$ cat config.mk
export PLATFORM = sky130hd
export DESIGN_NAME = divider_seq
export DESIGN_NICKNAME = d
export VERILOG_FILES = /design/src/rtl/div_pkg.sv /design/src/rtl/div_step.sv /design/src/rtl/divider_seq.sv
export SDC_FILE = /design/constraint.sdc
export NUM_CORES = 1
export LEC_CHECK = 0
export ABC_CLOCK_PERIOD_IN_PS = 2400
export BUFFER_PORTS_ARGS = -buffer_cell sky130_fd_sc_hd__buf_4
export CORE_ASPECT_RATIO = 0.7
export CORE_UTILIZATION = 55
export DETAILED_ROUTE_END_ITERATION = 10
export GPL_TIMING_DRIVEN = 0
export PLACE_DENSITY = 0.75
export SYNTH_ARGS = -nofsm -noshare
export SYNTH_HDL_FRONTEND = slang
export SYNTH_SLANG_ARGS = --single-unit
$ cat constraint.sdc
create_clock -name clk -period 2.4 [get_ports clk]
set_input_delay 0.24 -clock clk [delete_from_list [all_inputs] [get_ports clk]]
set_output_delay 0.24 -clock clk [all_outputs]
set_load 0.03 [all_outputs]
$ cat src/rtl/div_pkg.sv
// Shared types and helpers for the sequential restoring divider (divider_seq).
package div_pkg;

    typedef enum logic [2:0] {
        IDLE = 3'd0,
        RUN  = 3'd1,
        FIX  = 3'd2,
        ZERO = 3'd3,
        DONE = 3'd4
    } state_t;

    localparam int DIV_W_DEFAULT = 3;

    // Counter must hold the value W itself, hence W+1 codes.
    function automatic int div_cnt_w(input int w);
        return $clog2(w + 1);
    endfunction

endpackage

$ cat src/rtl/div_step.sv
// One restoring-division iteration: shift {acum,q} left, subtract divisor when it fits.
module div_step
    import div_pkg::*;
#(
    parameter int W = DIV_W_DEFAULT
) (
    input  logic [W:0]   acum,
    input  logic [W-1:0] q,
    input  logic [W-1:0] A,
    output logic [W:0]   acum_next,
    output logic [W-1:0] q_next
);

    logic [W:0] shifted;
    logic       ge;

    assign shifted   = {acum[W-1:0], q[W-1]};
    // acum stays below the divisor, so its top bit only matters as an overflow guard.
    assign ge        = acum[W] | (shifted >= {1'b0, A});
    assign acum_next = ge ? (shifted - {1'b0, A}) : shifted;
    assign q_next    = {q[W-2:0], ge};

endmodule

$ cat src/rtl/divider_seq.sv
// Multi-cycle restoring divider, one quotient bit per clock, init/busy/done handshake.
// Define DIVIDER_SIGNED_EN for two's-complement operands (adds the FIX sign-correction state).
module divider_seq
    import div_pkg::*;
#(
    parameter int W = DIV_W_DEFAULT
) (
    input  logic         clk,
    input  logic         reset,
    input  logic         init,
    input  logic [W-1:0] A,
    input  logic [W-1:0] B,
    output logic [W-1:0] R,
    output logic [W-1:0] rem,
    output logic         busy,
    output logic         done,
    output logic         div_zero
);

    localparam int CNT_W = div_cnt_w(W);

    state_t           state, state_nxt;
    logic [W:0]       acum, acum_nxt;
    logic [W-1:0]     q, q_nxt;
    logic [W-1:0]     dvsr;
    logic [W-1:0]     b_lat;
    logic [CNT_W-1:0] cnt;
    logic [W-1:0]     a_core, b_core;

`ifdef DIVIDER_SIGNED_EN
    logic neg_q, neg_r;

    // The core always works on magnitudes; signs are reapplied in FIX.
    assign a_core = A[W-1] ? -A : A;
    assign b_core = B[W-1] ? -B : B;
`else
    assign a_core = A;
    assign b_core = B;
`endif

    div_step #(.W(W)) u_step (
        .acum      (acum),
        .q         (q),
        .A         (dvsr),
        .acum_next (acum_nxt),
        .q_next    (q_nxt)
    );

    always_ff @(posedge clk or posedge reset) begin
        if (reset) state <= IDLE;
        else       state <= state_nxt;
    end

    always_comb begin
        state_nxt = state;
        case (state)
            IDLE: if (init) state_nxt = (A == '0) ? ZERO : RUN;
            RUN: begin
                if (cnt == CNT_W'(1)) begin
`ifdef DIVIDER_SIGNED_EN
                    state_nxt = FIX;
`else
                    state_nxt = DONE;
`endif
                end
            end
            FIX:     state_nxt = DONE;
            ZERO:    state_nxt = DONE;
            DONE:    state_nxt = IDLE;
            default: state_nxt = IDLE;
        endcase
    end

    assign busy = (state == RUN) || (state == FIX) || (state == ZERO);

    always_ff @(posedge clk or posedge reset) begin
        if (reset) begin
            acum     <= '0;
            q        <= '0;
            cnt      <= '0;
            dvsr     <= '0;
            b_lat    <= '0;
            R        <= '0;
            rem      <= '0;
            done     <= 1'b0;
            div_zero <= 1'b0;
`ifdef DIVIDER_SIGNED_EN
            neg_q    <= 1'b0;
            neg_r    <= 1'b0;
`endif
        end else begin
            done <= (state == DONE);
            case (state)
                IDLE: begin
                    if (init) begin
                        dvsr     <= a_core;
                        b_lat    <= B;
                        acum     <= '0;
                        q        <= b_core;
                        cnt      <= CNT_W'(W);
                        div_zero <= 1'b0;
`ifdef DIVIDER_SIGNED_EN
                        neg_q    <= A[W-1] ^ B[W-1];
                        neg_r    <= B[W-1];
`endif
                    end
                end
                RUN: begin
                    acum <= acum_nxt;
                    q    <= q_nxt;
                    cnt  <= cnt - CNT_W'(1);
                end
`ifdef DIVIDER_SIGNED_EN
                FIX: begin
                    if (neg_q) q    <= -q;
                    if (neg_r) acum <= -acum;
                end
`endif
                ZERO: begin
                    R        <= '1;
                    rem      <= b_lat;
                    div_zero <= 1'b1;
                end
                DONE: begin
                    // A divide-by-zero result was already loaded in ZERO.
                    if (!div_zero) begin
                        R   <= q;
                        rem <= acum[W-1:0];
                    end
                end
                default: ;
            endcase
        end
    end

endmodule

After elaboration in Yosys (flattened, before gate mapping)
Cells that the tools add are included.
{"block": "totals", "ff_bits": 26, "inputBits": 9, "elab_cells": 52}
{"block": "classes", "magnitude_cmp": 1, "n_addsub": 2, "n_reduce_logical": 13, "bitwise": 1, "mux": 17, "eq_ne": 8}
{"operator": "3-bit one-hot mux with 2 select lines", "count": 3}
{"operator": "3-bit 2-to-1 mux", "count": 5}
{"operator": "2-bit AND reduction", "count": 5}
{"operator": "3-bit one-hot mux with 3 select lines", "count": 1}
{"operator": "4-bit 2-to-1 mux", "count": 2}
{"operator": "4-bit one-hot mux with 2 select lines", "count": 1}
{"operator": "3-bit by 2-bit == test with 1-bit output, second input constant", "count": 2}
{"operator": "3-bit logical NOT", "count": 2}
{"operator": "2-bit != test, second input constant", "count": 3}
{"operator": "2-bit nonzero test", "count": 3}
{"operator": "4-bit by 3-bit greater-or-equal comparator with 1-bit output", "count": 1}
{"operator": "2-bit 2-to-1 mux", "count": 2}
{"operator": "2-bit one-hot mux with 2 select lines", "count": 1}
{"operator": "4-bit by 3-bit subtractor with 4-bit output", "count": 1}
{"operator": "3-bit by 1-bit == test with 1-bit output, second input constant", "count": 1}
{"operator": "3-bit == test, second input constant", "count": 1}
{"operator": "2-bit by 1-bit == test with 1-bit output, second input constant", "count": 1}
{"operator": "1-bit logical OR", "count": 2}
{"operator": "1-bit one-hot mux with 2 select lines", "count": 1}
{"operator": "2-bit OR reduction", "count": 1}
{"operator": "2-bit by 1-bit subtractor with 2-bit output, second input constant", "count": 1}
{"operator": "1-bit 2-to-1 mux", "count": 1}
{"operator": "1-bit OR", "count": 1}

Depth between registers and ports, before layout
{"block": "depth", "word_depth": 4, "ltp_mapped": 7}

Modules after synthesis
A second synthesis with hierarchy kept.
{"block": "hier_totals", "cells_unflattened": 125, "area_unflattened_um2": 1335.0}
{"mod": "divider_seq", "instances": 1, "area_per_inst_um2": 1094.8, "seq_area_each_um2": 650.6, "cells_per_inst": 96}
{"mod": "div_step", "instances": 1, "area_per_inst_um2": 240.2, "seq_area_each_um2": 0.0, "cells_per_inst": 29}

Worst setup path before layout
Ideal clock, no wire load.
{"block": "synth_path", "path_type": "register to register", "startpoint": "register q[2]", "endpoint": "register acum[0]", "path_stages_with_launch": 8, "period_less_slack_ps": 1765, "required_ps": 2317, "setup_slack_ps": 635, "setup_ps": 83, "arrival_ps": 1682, "path_buffers": 0, "cell_sequence": "dfrtp_1 > inv_1 > ha_1 > fa_1 > a21bo_2 > a21oi_2 > mux2_2 > o21ai_0"}
{"block": "synth_via", "elab_chain_cells": 4, "elab_cells_between_ends": 5, "classes_between": "1 x add/sub; 1 x order compare; 2 x mux; 1 x bitwise"}
{"item": "start: declaration", "line": "divider_seq.sv:24", "rtl": "logic [W-1:0] q, q_nxt;"}
{"item": "start signal: assignment", "line": "divider_seq.sv:99", "rtl": "q <= b_core;"}
{"item": "start signal: assignment", "line": "divider_seq.sv:110", "rtl": "q <= q_nxt;"}
{"item": "4-bit by 3-bit greater-or-equal comparator with 1-bit output", "line": "div_step.sv:19", "rtl": "assign ge = acum[W] | (shifted >= {1'b0, A});"}
{"item": "1-bit OR", "line": "div_step.sv:19"}
{"item": "4-bit 2-to-1 mux *", "line": "div_step.sv:20", "rtl": "assign acum_next = ge ? (shifted - {1'b0, A}) : shifted;"}
{"item": "4-bit one-hot mux with 2 select lines *", "line": "divider_seq.sv:93", "rtl": "case (state)"}
{"item": "end signal: assignment", "line": "divider_seq.sv:109", "rtl": "acum <= acum_nxt;"}
{"item": "end: declaration", "line": "divider_seq.sv:23", "rtl": "logic [W:0] acum, acum_nxt;"}
Mark *: on every way between the ends. The rest lies on a longest branch, timed or not.
A chain may end at the register's enable or synchronous reset.

Worst setup path in the final report
Same ends and word-level chain as after synthesis.

==> results.ini <==
[synthesis]
synthMuxAreaShare_pct = 2.41
synth-adder-area-share_pct = 5.39
syn_area_per_cell_um2 = 10.1
syn_area_mm2 = 0.00130
netlist_top_cells_area = dfrtp_1 50%, nand2_1 6.4%, ha_1 3.9%
syn_nets = 143
synth.top_cell.area_share_pct = 50.1
yosysSeqAreaShare_pct = 50.1
yosysUniqueCellTypes = 40
synthCells = 129
synth_top_family_by_area = simple AND/OR/NAND/NOR gates
synth-xor-area-share_pct = 0
synth_compound_area_share_pct = 15.8
synth_top_cell_by_area = dfrtp_1
ys_ff_latch = 26
ys_warn_count = 0
synth_simple_gate_area_share_pct = 19.1

[global_routing]
grt_pass1_wl_mm = 4.11
grt_max_degree = 27
grt_overflow_total = 0
track_usage_pct = 22.3
antenna_found_initial = 0
grt_pass1_vias = 922

[detailed_routing]
vias = 959
drt_iter0_drc = 32
firstDrtPassIters = 4
avgRoutedWirePerCell_um = 13.3
drcViolationCount = 0
finalWirelength_mm = 2.42
ant_nets = 0
vias_per_cell = 5.27

[timing]
worstMarginPinSlew_ps = 963
finalCritPeriodShare_pct = 84.3
finalSetupViolations = 0
whs_ps = 57.1
max_slew_margin_pct = 35.8
final.setup.tns_ps = 0
max_freq_ghz = 0.494
setup_ws_ps = 378
hold_viol_final = 0
rsz0062_at_grt = false
slew_violations = 0
clock_skew_ps = 5.48
post-route-min-period_ps = 2020

[setup_path]
path_class = register to register
end_kind = register
required_ps = 2650
arrival_ps = 2270
worst-path-max-fanout = 4
critPathLaunchType = register

[layout]
antenna_cells = 0
final_common_cell = dfrtp_1
syn_to_final_growth_pct = 17.0
layout.cells.non_filler = 182
fin_nets = 165
layout-drive-gt1-share_pct = 24.7
final_cell_mix = 26 x dfrtp_1, 22 x nand2_1, 17 x buf_4

[place]
post-place-ws_ps = 420
port_buffers = 17
dp.cells = 178
dp_hpwl_mm = 1.81
place_congestion = 0.811

[floorplan]
rows = 14
core_mm2 = 0.00219
initial_utilization_pct = 59.3
die_w_um = 60.1
io_pins = 18
die-area_mm2 = 0.00256
die_h_um = 42.7

[run_status]
status = finished, final reports clean

[power]
p_per_area_mw_per_mm2 = 1360
p_sw_uw = 843
leakage_nw = 0.762
switching_share_pct = 40.9
vdd_ir_drop_max_uv = 758
clock_power_share_pct = 14.7
power_frac_seq_pct = 35.8
intPower_mw = 1.22
combPwrFrac_pct = 49.5

[cts]
clk_latency_ps = 330
cts_hold_buf = 0
h-tree-depth = 1
clockBufferDepth = 2
cts_tree = built
cts_setup_buffers = 0
cts_inserted_buffers = 3
cts-resized-gates = 0
cts_root_buffer = clkbuf_4
cts_sinks = 26
clkTransAtPathRegs_ps = 140

[job]
cap_viol_max_count = 0

[min_path]
holdCritPathClass = input port to register

## layer usage
| layer | share of wire, % | vias up | GRT usage (%) |
|---|---|---|---|
| met2 | 47 | 15 | 35.1 |
| li1 | - | 481 | - |
| met3 | 3.9 | 2 | 5.79 |
| met5 | 0 | - | 0 |
| met1 | 48 | 461 | 31.2 |
| met4 | 0.54 | 0 | 4.19 |
## stage by stage
stage | power [mW] | util, % | instance area (um2)
floorplan | 1.50 | - | 1300
global placement | 1.72 | 67.0 | 1470
detailed placement | 1.77 | 67.0 | 1470
CTS | 2.07 | 69.4 | 1520
global route | 2.24 | 69.4 | 1520
finish | 2.06 | 69.4 | 1520
## final cells by class
type	instances	area (um2)
repair buffers	17	128
plain buffers	6	48.8
inverters	12	45.0
clock buffers	3	22.5
multi-input cells	85	554
flip-flops and latches	26	651
clock inverters	1	30.0
well taps	32	40.0
fillers	166	671
## cell usage after synthesis
cell type / n
a211oi_1: 1
a211oi_2: 1
a21bo_2: 1
a21o_1: 1
a21oi_1: 6
a21oi_2: 1
a221o_1: 1
a22o_1: 1
a2bb2oi_2: 1
a31oi_1: 2
and2b_1: 1
and4_1: 1
buf_2: 2
buf_6: 3
clkbuf_2: 1
dfrtp_1: 26
fa_1: 1
ha_1: 4
inv_1: 12
mux2_2: 1
mux2i_1: 2
nand2_1: 22
nand2b_1: 2
nand3_1: 1
nor2_1: 6
nor2b_1: 1
nor3_1: 5
nor3_2: 1
nor3b_2: 1
nor4_2: 1
nor4b_1: 1
o21a_1: 2
o21ai_0: 7
o21ai_1: 3
o22a_1: 1
o311ai_0: 1
or3_1: 1
or3b_1: 1
or3b_2: 1
or4b_2: 1
## worst paths after layout
| path | startpoint | endpoint | slack (ps) | cells past startpoint |
|---|---|---|---|---|
| setup / recovery | q[2]$_DFFE_PP0P_ | acum[0]$_DFFE_PP0P_ | 380 | 7 |
| hold / removal | A[0] | state[1]$_DFFE_PP0P_ | 60 | 2 |
| setup reg to reg | q[2]$_DFFE_PP0P_ | acum[0]$_DFFE_PP0P_ | 380 | 7 |
| hold reg to reg | b_lat[2]$_DFFE_PP0P_ | b_lat[2]$_DFFE_PP0P_ | 500 | 2 |
| max in group asynchronous | reset | acum[0]$_DFFE_PP0P_ | 1700 | 2 |
| min in group asynchronous | reset | done$_DFF_PP0_ | 120 | 2 |
## cell families after synthesis
kind of cell	after synthesis
multiplexers	3
AO/OA/AOI/OAI	30
flip-flops	26
adder cells (fa/ha/maj)	5
AND/OR/NAND/NOR	47
buffers and inverters	18
## power by group through the flow
stage          Clock, mW  Sequential, mW  Combinational (mW)
2_1_floorplan          0           0.794               0.703
3_3_place_gp           0           0.738               0.985
3_5_place_dp           0           0.748                1.02
4_1_cts            0.305           0.737                1.03
5_1_grt            0.320           0.759                1.16
6_report           0.302           0.737                1.02
## critical path: stages (launching register included)
cell     delay (ps)
dfrtp_1         410
inv_1           110
ha_1            210
fa_1            220
a21bo_2         260
a21oi_2         240
mux2_2          360
o21ai_0         150
## sequential cells by signal, summed over array words and instances (netlist names)
name and count:
cnt 2, q 3, R 3, div_zero 1, dvsr 3, done 1, acum 4, state 3
rem 3, b_lat 3
No activity file was read; power rests on OpenSTA's default activity.
